$ cat config.mk
export PLATFORM = sky130hd
export DESIGN_NAME = fetch_top
export DESIGN_NICKNAME = d
export VERILOG_FILES = /design/src/rtl/fetch_pkg.sv /design/src/rtl/fetch_skid.sv /design/src/rtl/fetch_top.sv
export SDC_FILE = /design/constraint.sdc
export NUM_CORES = 1
export LEC_CHECK = 0
export ABC_AREA = 1
export CAP_MARGIN = 20
export CORE_MARGIN = 5
export CORE_UTILIZATION = 45
export DETAILED_ROUTE_END_ITERATION = 10
export GPL_ROUTABILITY_DRIVEN = 0
export HOLD_SLACK_MARGIN = 0.1
export PLACE_DENSITY_LB_ADDON = 0.08
export SYNTH_ARGS = -nofsm -noshare
export SYNTH_HDL_FRONTEND = slang
export SYNTH_HIERARCHICAL = 1
export SYNTH_SLANG_ARGS = --single-unit
$ cat constraint.sdc
create_clock -name clk -period 2.9 [get_ports clk]
set_clock_uncertainty 0.2 [all_clocks]
set_input_delay 0.435 -clock clk [delete_from_list [all_inputs] [get_ports clk]]
set_output_delay 0.435 -clock clk [all_outputs]
set_load 0.01 [all_outputs]
$ cat src/rtl/fetch_pkg.sv
// Shared widths, bubble encoding and fetch FSM state codes for the IF stage.
package fetch_pkg;

  localparam int FETCH_ADDR_SIZE  = 32;
  localparam int FETCH_INSTR_SIZE = 32;

  localparam logic [31:0] FETCH_RESET_PC = 32'h0000_1000;

  localparam logic [6:0]                  FETCH_OPCODE_NOP = 7'h00;
  localparam logic [FETCH_INSTR_SIZE-1:0] FETCH_NOP_INSTR  = {25'h0, FETCH_OPCODE_NOP};

  localparam logic [1:0] FETCH_S_REQ  = 2'd0;
  localparam logic [1:0] FETCH_S_HOLD = 2'd1;
  localparam logic [1:0] FETCH_S_KILL = 2'd2;

endpackage

$ cat src/rtl/fetch_skid.sv
// One-entry skid buffer catching an instruction that returns while decode is stalled.
module fetch_skid
  import fetch_pkg::*;
#(
  parameter int ADDR_W  = FETCH_ADDR_SIZE,
  parameter int INSTR_W = FETCH_INSTR_SIZE
) (
  input  logic               clk,
  input  logic               rst_n,
  input  logic               load_i,
  input  logic               drain_i,
  input  logic [ADDR_W-1:0]  pc_i,
  input  logic [INSTR_W-1:0] instr_i,
  output logic               valid_o,
  output logic [ADDR_W-1:0]  pc_o,
  output logic [INSTR_W-1:0] instr_o
);

  logic               valid_q;
  logic [ADDR_W-1:0]  pc_q;
  logic [INSTR_W-1:0] instr_q;

  always_ff @(posedge clk or negedge rst_n) begin
    if (!rst_n)       valid_q <= 1'b0;
    else if (load_i)  valid_q <= 1'b1;
    else if (drain_i) valid_q <= 1'b0;
  end

  // NOTE: payload registers carry no reset; valid_q alone says whether they mean anything.
  always_ff @(posedge clk) begin
    if (load_i) begin
      pc_q    <= pc_i;
      instr_q <= instr_i;
    end
  end

  assign valid_o = valid_q;
  assign pc_o    = pc_q;
  assign instr_o = instr_q;

endmodule

$ cat src/rtl/fetch_top.sv
// Instruction fetch: sequential PC generation, imem req/ack handshake and IF/ID register.
module fetch_top
  import fetch_pkg::*;
#(
  parameter int                     ADDR_SIZE  = FETCH_ADDR_SIZE,
  parameter int                     INSTR_SIZE = FETCH_INSTR_SIZE,
  parameter logic [ADDR_SIZE-1:0]   RESET_PC   = ADDR_SIZE'(FETCH_RESET_PC),
  parameter logic [INSTR_SIZE-1:0]  NOP_INSTR  = FETCH_NOP_INSTR
) (
  input  logic                  clk,
  input  logic                  reset,
  input  logic                  pc_write,
  input  logic                  if_id_write,
  input  logic                  branch_taken,
  input  logic [ADDR_SIZE-1:0]  branch_target,
  output logic                  imem_req,
  output logic [ADDR_SIZE-1:0]  imem_addr,
  input  logic                  imem_ack,
  input  logic [INSTR_SIZE-1:0] imem_data,
  output logic [ADDR_SIZE-1:0]  pc,
  output logic [INSTR_SIZE-1:0] instruction
);

  logic [1:0]            state_q, state_d;
  logic [ADDR_SIZE-1:0]  fetch_pc_q, fetch_pc_d;
  logic [ADDR_SIZE-1:0]  req_addr_q, req_addr_d;
  logic [ADDR_SIZE-1:0]  pc_q, pc_d;
  logic [INSTR_SIZE-1:0] instr_q, instr_d;

  logic                  stall, ack;
  logic                  hold_load, hold_drain, hold_valid;
  logic [ADDR_SIZE-1:0]  hold_pc, req_inc, hold_inc;
  logic [INSTR_SIZE-1:0] hold_instr;

  assign stall    = ~pc_write | ~if_id_write;
  assign imem_req = (state_q == FETCH_S_REQ) | (state_q == FETCH_S_KILL);
  assign ack      = imem_req & imem_ack;
  assign req_inc  = req_addr_q + ADDR_SIZE'(4);
  assign hold_inc = hold_pc + ADDR_SIZE'(4);

  fetch_skid #(.ADDR_W(ADDR_SIZE), .INSTR_W(INSTR_SIZE)) u_skid (
    .clk     (clk),
    .rst_n   (reset),
    .load_i  (hold_load),
    .drain_i (hold_drain),
    .pc_i    (req_addr_q),
    .instr_i (imem_data),
    .valid_o (hold_valid),
    .pc_o    (hold_pc),
    .instr_o (hold_instr)
  );

  // NOTE: every variable assigned here gets a default first, so no latch is inferred.
  always_comb begin
    state_d    = state_q;
    fetch_pc_d = fetch_pc_q;
    req_addr_d = req_addr_q;
    pc_d       = pc_q;
    instr_d    = instr_q;
    hold_load  = 1'b0;
    hold_drain = 1'b0;
    case (state_q)
      FETCH_S_REQ: begin
        if (branch_taken) begin
          fetch_pc_d = branch_target;
          pc_d       = branch_target;
          instr_d    = NOP_INSTR;
          // Without ack the old request is still live on the bus; retarget once it completes.
          if (ack) req_addr_d = branch_target;
          else     state_d    = FETCH_S_KILL;
        end else if (ack && !stall) begin
          pc_d       = req_addr_q;
          instr_d    = imem_data;
          fetch_pc_d = req_inc;
          req_addr_d = req_inc;
        end else if (ack) begin
          hold_load = 1'b1;
          state_d   = FETCH_S_HOLD;
        end else if (!stall) begin
          pc_d    = req_addr_q;
          instr_d = NOP_INSTR;
        end
      end
      FETCH_S_HOLD: begin
        if (branch_taken) begin
          hold_drain = 1'b1;
          fetch_pc_d = branch_target;
          req_addr_d = branch_target;
          pc_d       = branch_target;
          instr_d    = NOP_INSTR;
          state_d    = FETCH_S_REQ;
        end else if (!stall && hold_valid) begin
          hold_drain = 1'b1;
          pc_d       = hold_pc;
          instr_d    = hold_instr;
          fetch_pc_d = hold_inc;
          req_addr_d = hold_inc;
          state_d    = FETCH_S_REQ;
        end
      end
      FETCH_S_KILL: begin
        if (branch_taken) begin
          fetch_pc_d = branch_target;
          pc_d       = branch_target;
          instr_d    = NOP_INSTR;
        end else if (!stall) begin
          pc_d    = fetch_pc_q;
          instr_d = NOP_INSTR;
        end
        if (ack) begin
          req_addr_d = branch_taken ? branch_target : fetch_pc_q;
          state_d    = FETCH_S_REQ;
        end
      end
      default: state_d = FETCH_S_REQ;
    endcase
  end

  // NOTE: sequential state uses non-blocking assignments so all registers update together.
  always_ff @(posedge clk or negedge reset) begin
    if (!reset) begin
      state_q    <= FETCH_S_REQ;
      fetch_pc_q <= RESET_PC;
      req_addr_q <= RESET_PC;
      pc_q       <= RESET_PC;
      instr_q    <= NOP_INSTR;
    end else begin
      state_q    <= state_d;
      fetch_pc_q <= fetch_pc_d;
      req_addr_q <= req_addr_d;
      pc_q       <= pc_d;
      instr_q    <= instr_d;
    end
  end

  assign imem_addr   = req_addr_q;
  assign pc          = pc_q;
  assign instruction = instr_q;

endmodule

Yosys cells after proc, flatten, opt, wreduce, memory -nomap -nowiden
Index checks and enable logic that the tools add are counted.

Logic and storage cells: 82. Input bits: 70. Bits in latches: 0. Bits in registers: 195. Memories: 0. ROM bits: 0. RAM bits: 0.

Reductions and logical operators: 11. Equal/unequal tests: 12. Add/subtract/negate cells: 2. Magnitude comparators: 0. Multipliers: 0. Shift operators: 0. Divide/modulo/power cells: 0. Multiplexer cells: 44. Bitwise logic cells: 5.

Operators by type and width (number): $mux 32 (23); $pmux 32 s3 (4); $add 32x3->32 const B (2); $ne 3x3->1 const B (6); $reduce_and 5->1 (3); $mux 2 (7); $mux 1 (9); $ne 4x3->1 const B (2); $pmux 2 s3 (1); $reduce_and 3->1 (2); $ne 3x2->1 const B (1); $reduce_bool 3->1 (1); $eq 2x1->1 const B (1); $eq 2x2->1 const B (1); $logic_and 1x1->1 (2); $logic_not 2->1 (1); $ne 2x2->1 const B (1); $not 1->1 (2); $or 1x1->1 (2); $reduce_bool 2->1 (1); $and 1x1->1 (1); $logic_not 1->1 (1).

Longest topological paths before layout
Word-level depth: 9. Gate-level depth with buffers: 14.

Cells and area by module
Netlist, hierarchy kept.

Modules (own cells, without submodules): fetch_top (seq. area each 3256.9 sq um, cells each 1404, times used 1, area an instance 9063.7 sq um); fetch_skid (seq. area each 1946.9 sq um, cells each 69, times used 1, area an instance 1961.9 sq um).

Worst setup path after synthesis
Ideal clock, no wire load.

Path kind: flip-flop to flip-flop. Start point: register state_q[0]. End point: register u_skid.instr_q[0], in the netlist u_skid/instr_o[0] (enable). Period minus slack after synthesis: 3.001 ns. Buffers on the path: 0. Arrival: 2.383 ns. Library setup time: 0.419 ns. Data required time: 2.281 ns. Path slack: -0.101 ns. Stages on the path, launching flop included: 9. Path through: dfrtp_1 > inv_1 > ha_1 > inv_2 > nand2_4 > nand2_2 > inv_2 > nand3_2 > inv_1.

Cells in the longest elaborated chain, start to end: 7. Elaborated cells on any way between the ends: 9.

Ends and longest elaborated chain: start: declaration (line fetch_top.sv:24) `logic [1:0] state_q, state_d;`; start signal: assignment (line fetch_top.sv:128) `state_q <= state_d;`; $eq 2x2->1 or $logic_not 2->1 (tied branches) (line fetch_top.sv:36) `assign imem_req = (state_q == FETCH_S_REQ) | (state_q == FETCH_S_KILL);`; $or 1x1->1 * (line fetch_top.sv:36); via imem_req (line fetch_top.sv:16) `output logic imem_req,`; $and 1x1->1 * (line fetch_top.sv:37) `assign ack = imem_req & imem_ack;`; $mux 1 or $logic_and 1x1->1 (tied branches) (line fetch_top.sv:76, fetch_top.sv:71); $mux 1 * (line fetch_top.sv:71) `end else if (ack && !stall) begin`; $mux 1 * (line fetch_top.sv:64) `if (branch_taken) begin`; $mux 1 * (line fetch_top.sv:62) `case (state_q)`; via hold_load (line fetch_top.sv:31) `logic hold_load, hold_drain, hold_valid;`; end signal: assignment (line fetch_skid.sv:33) `instr_q <= instr_i;`; end: declaration (line fetch_skid.sv:21) `logic [INSTR_W-1:0] instr_q;`.

Mark *: on every way through the listed nets, which the timed path passes. The rest lies on a longest branch. A chain may end at the register's enable or synchronous reset.

Final worst setup path
Start point: register state_q[0]. End point: output imem_req.

Cells in the longest elaborated chain, start to end: 2. Elaborated cells on any way between the ends: 3.

Ends and longest elaborated chain (line): $eq 2x2->1 or $logic_not 2->1 (tied branches) (fetch_top.sv:36); $or 1x1->1 * (fetch_top.sv:36); end: declaration (fetch_top.sv:16).

Mark *: on every way between the ends. The rest lies on a longest branch, timed or not.

==> impl_summary.txt <==
----------------------------------------------------
[Status]
  Result of the run ... complete, no violations

[Synthesis]
  Post-synthesis register bit count ... 195
  Portion of the post-synthesis area used by sequential elements ... 47.2%
  Mean instance size in the synthesized netlist ... 7.49 µm²
  Adder and majority cell fraction of the synthesized area ... 0.794%
  Number of enable-type register cells in the synthesized netlist ... 64
  Dominant synthesized flop cell ... sky130_fd_sc_hd__dfrtp_1
  Fraction of synthesized area in multiplexers ... 0.102%
  Fraction of registers with async set/reset ... 67.2%
  Netlist area before placement ... 0.0110 mm²
  Post-synthesis simple-gate area fraction ... 31.9%
  Number of distinct library cells after synthesis ... 49
  Instance count of the mapped netlist ... 1,473
  Area fraction in compound gates after synthesis ... 13.2%
  Synthesized Nets ... 1,550
  Xor-xnor portion of the synthesized cell area ... 0%
  Syn. warnings ... 6
  Largest family of logic cells by synthesized area ... simple AND/OR/NAND/NOR gates

[Routing]
  Antenna Nets Post-Route ... 0
  Routed wire length per instance ... 18.7 µm
  Total vias in the final route ... 10.8k
  Via density per instance ... 5.51
  Wire length after detailed routing ... 36,800 µm
  Post-detailed-route DRC marker count ... 0
  Initial detailed-routing violation count ... 1,329
  First-pass iteration count of the detailed router ... 6

[Setup path]
  Type of the worst setup path ... reg2out
  Signal arrival time at the worst endpoint ... 1.97 ns
  CP Capture Type ... output pin
  Critical Path Source Type ... flip-flop
  Data required, critical path ... 2.27 ns
  Maximum net fanout on the critical path ... 4

[Clock network]
  CTS hold repair buffers ... 1
  Number of buffers created by CTS ... 17
  CTS Sinks ... 195
  Setup bufs post-CTS ... 0
  Clock latency on the worst-skew pair ... 0.44 ns
  Clk pin slew, worst setup/hold paths ... 0.08 ns
  Clock root buffer master ... sky130_fd_sc_hd__clkbuf_16
  CTS H-tree depth ... 4
  Maximum number of buffers from clock root to sink ... 2
  Clock tree from TritonCTS ... built
  Resized cells post-CTS ... 0

[Timing]
  Final period demand of the worst path ... 2.61 ns
  Unrepaired setup endpoints after global routing ... no
  Hold Fails Final Rpt ... 0
  Max frequency ... 384 MHz
  Final Max Slew Viols ... 0
  Fraction of the cycle the final worst path needs ... 89.9%
  Worst-Margin Slew ... 0.716 ns
  Slew HR ... 52.2%
  Sum Neg Setup Slack ... 0 ns
  Final setup violation count ... 0

[Global routing]
  Layer with the highest usage after global routing ... met1
  All-layer global routing usage ... 26.1%
  Global-route track usage on met2 ... 37.4%
  Remaining global-route overflow ... 0
  Via count of the first global-routing pass ... 9,948
  Met3 usage in global routing ... 4.74%
  Largest net degree at the start of global routing ... 59
  First-pass GRT wire length ... 57,800 µm
  Antenna violations before repair ... 0
  Met1 track demand over resource ... 40.6%

[Power]
  Power density of the placed cells ... 994 mW/mm²
  Peak supply drop ... 549 µV
  Post-layout power ... 0.0137 W
  Static Leak ... 6.10 nW

[Finish]
  Share of final-layout standard cells stronger than drive strength 1 ... 7.25%
  Ant. Diodes ... 0
  Synth-to-Final Area Change ... 24.7%
  Post-layout nets ... 1,705
  # fillers ... 2,283
  Multi-input logic area ... 0.00509 mm²
  Final cell count without fillers ... 1,965
  Combined flip-flop and latch cell area ... 0.00520 mm²

[Die]
  Die span in x ... 167 µm
  IO Pins ... 167
  Initial core utilization ... 45.5%
  Core area ... 0.0242 mm²
  Die Ht ... 167 µm
  Overall die area ... 0.0277 mm²
  Site row count ... 57

[Placed design]
  # placed instances ... 1,932
  Final HPWL from detailed placement ... 26,700 µm
  Number of buffer cells added on primary ports ... 166

[Hold path]
  Path category of the worst min-delay check ... reg2reg

[Run]
  Maximum capacitance violations ... 0

----------------------------------------------------
cells in the mapped netlist (2+ instances only):
| library cell | count | share of area [%] |
|---|---|---|
| sky130_fd_sc_hd__clkinv_1 | 2 | 0.068 |
| sky130_fd_sc_hd__o2111ai_1 | 2 | 0.16 |
| sky130_fd_sc_hd__dfstp_2 | 3 | 0.71 |
| sky130_fd_sc_hd__buf_6 | 6 | 0.61 |
| sky130_fd_sc_hd__buf_2 | 34 | 1.5 |
| sky130_fd_sc_hd__o22ai_1 | 11 | 0.62 |
| sky130_fd_sc_hd__o221ai_1 | 2 | 0.16 |
| sky130_fd_sc_hd__nand3_1 | 141 | 6.4 |
| sky130_fd_sc_hd__o21ai_0 | 99 | 4.5 |
| sky130_fd_sc_hd__or2_0 | 2 | 0.11 |
| sky130_fd_sc_hd__a22oi_1 | 4 | 0.27 |
| sky130_fd_sc_hd__o21a_1 | 3 | 0.20 |
| sky130_fd_sc_hd__clkbuf_1 | 22 | 0.75 |
| sky130_fd_sc_hd__buf_1 | 9 | 0.31 |
| sky130_fd_sc_hd__ha_1 | 7 | 0.79 |
| sky130_fd_sc_hd__inv_1 | 86 | 2.9 |
| sky130_fd_sc_hd__dfrtp_1 | 128 | 29 |
| sky130_fd_sc_hd__a221oi_1 | 4 | 0.32 |
| sky130_fd_sc_hd__nand2_2 | 5 | 0.28 |
| sky130_fd_sc_hd__nor3_2 | 4 | 0.36 |
| sky130_fd_sc_hd__inv_2 | 10 | 0.34 |
| sky130_fd_sc_hd__a211oi_1 | 5 | 0.34 |
| sky130_fd_sc_hd__nor2_4 | 3 | 0.31 |
| sky130_fd_sc_hd__o21bai_1 | 3 | 0.20 |
| sky130_fd_sc_hd__o31ai_1 | 8 | 0.54 |
| sky130_fd_sc_hd__o211ai_1 | 15 | 1.0 |
| sky130_fd_sc_hd__buf_4 | 3 | 0.20 |
| sky130_fd_sc_hd__nor2_1 | 91 | 3.1 |
| sky130_fd_sc_hd__nor3_1 | 14 | 0.64 |
| sky130_fd_sc_hd__nand2_1 | 537 | 18 |
| sky130_fd_sc_hd__nand3b_1 | 5 | 0.34 |
| sky130_fd_sc_hd__o21ai_1 | 47 | 2.1 |
| sky130_fd_sc_hd__a31oi_1 | 3 | 0.17 |
| sky130_fd_sc_hd__nor3b_1 | 2 | 0.14 |
| sky130_fd_sc_hd__a21oi_1 | 50 | 2.3 |
| sky130_fd_sc_hd__nand4_1 | 18 | 1.0 |
| sky130_fd_sc_hd__and2_1 | 2 | 0.11 |
| sky130_fd_sc_hd__a21boi_0 | 2 | 0.14 |
| sky130_fd_sc_hd__edfxtp_1 | 64 | 17 |
| sky130_fd_sc_hd__nor2_2 | 8 | 0.45 |
state kept, by name, summed over array words and instances (netlist names):
signal,flops
fetch_pc_q,32
imem_addr,32
instruction,32
pc,32
u_skid/instr_o,32
u_skid/pc_o,32
state_q,2
u_skid/valid_o,1
worst paths after layout:
check	startpoint	slack (ns)	to	cells past startpoint
min reg2reg	pc[12]$_DFFE_PN1P_	0.28	pc[12]$_DFFE_PN1P_	2
max reg2reg	state_q[0]$_DFFE_PN0P_	0.36	pc[28]$_DFFE_PN0P_	10
max	state_q[0]$_DFFE_PN0P_	0.29	imem_req	5
min	pc[12]$_DFFE_PN1P_	0.28	pc[12]$_DFFE_PN1P_	2
min in group asynchronous	reset	0.34	pc[31]$_DFFE_PN0P_	2
max in group asynchronous	reset	1.45	pc[2]$_DFFE_PN0P_	3
report_power, final:
part           internal (W)  total [W]  switching (W)
clock               0.00120    0.00249        0.00129
combinational       0.00248    0.00666        0.00417
sequential          0.00377    0.00453       0.000762
total               0.00744     0.0137        0.00623
per-layer routing:
layer  routed length (µm)  up-vias
met5                    0        -
met4                  729        0
met3                 3660       57
met2                15400      561
met1                17000     4999
li1                     -     5213
through the flow:
stage | worst slack, ns | cell area [µm²] | hold WS [ns] | utilization [%]
after floorplan | 0.261 | 11000 | -0.0606 | -
after global placement | 0.408 | 13100 | 0.262 | 54.1
after detailed placement | 0.351 | 13100 | 0.260 | 54.1
after CTS | 0.262 | 13800 | 0.278 | 56.7
after global routing | 0.224 | 13800 | 0.299 | 56.7
final | 0.293 | 13800 | 0.278 | 56.7
final cells by class:
cell class	instances	share of cell area [%]
clock buffer	17	3.09
clock inverter	15	1.43
inverter	98	2.70
multi-input combinational	1105	37.0
sequential	195	37.8
tap	324	2.95
timing repair buffer	211	15.0
critical path, cell delays in order (launching register included):
cell	delay, ns
sky130_fd_sc_hd__dfrtp_1	0.42
sky130_fd_sc_hd__inv_1	0.13
sky130_fd_sc_hd__ha_1	0.28
sky130_fd_sc_hd__inv_2	0.08
sky130_fd_sc_hd__nand2_4	0.08
sky130_fd_sc_hd__clkdlybuf4s50_1	0.55
cell families (layout without fill, tap and decap cells):
group | Yosys count | after routing
AO/OA/AOI/OAI | 260 | 260
flip-flops | 195 | 195
AND/OR/NAND/NOR | 837 | 837
adder cells (fa/ha/maj) | 7 | 7
multiplexers | 1 | 1
buffers and inverters | 173 | 341
cells in the final DEF, fill, tap and decap left out, types with 4 or more instances in the layout:
cell type | Yosys | final
sky130_fd_sc_hd__nor2_1 | 91 | 91
sky130_fd_sc_hd__nand3_1 | 141 | 141
sky130_fd_sc_hd__clkinv_8 | 0 | 5
sky130_fd_sc_hd__ha_1 | 7 | 6
sky130_fd_sc_hd__nand3b_1 | 5 | 5
sky130_fd_sc_hd__nand2_1 | 537 | 537
sky130_fd_sc_hd__a22oi_1 | 4 | 4
sky130_fd_sc_hd__buf_12 | 0 | 5
sky130_fd_sc_hd__a21oi_1 | 50 | 50
sky130_fd_sc_hd__clkdlybuf4s50_1 | 0 | 164
sky130_fd_sc_hd__buf_4 | 3 | 39
sky130_fd_sc_hd__nor3_2 | 4 | 4
sky130_fd_sc_hd__o211ai_1 | 15 | 15
sky130_fd_sc_hd__o22ai_1 | 11 | 11
sky130_fd_sc_hd__o31ai_1 | 8 | 8
sky130_fd_sc_hd__nand2_2 | 5 | 5
sky130_fd_sc_hd__nand4_1 | 18 | 18
sky130_fd_sc_hd__clkbuf_16 | 0 | 17
sky130_fd_sc_hd__nor2_2 | 8 | 8
sky130_fd_sc_hd__a211oi_1 | 5 | 4
sky130_fd_sc_hd__nor3_1 | 14 | 14
sky130_fd_sc_hd__a221oi_1 | 4 | 4
sky130_fd_sc_hd__inv_2 | 10 | 10
sky130_fd_sc_hd__o21ai_0 | 99 | 99
sky130_fd_sc_hd__dfrtp_1 | 128 | 128
sky130_fd_sc_hd__edfxtp_1 | 64 | 64
sky130_fd_sc_hd__o21ai_1 | 47 | 47
sky130_fd_sc_hd__inv_1 | 86 | 85
(Power assumes the default switching activity.)
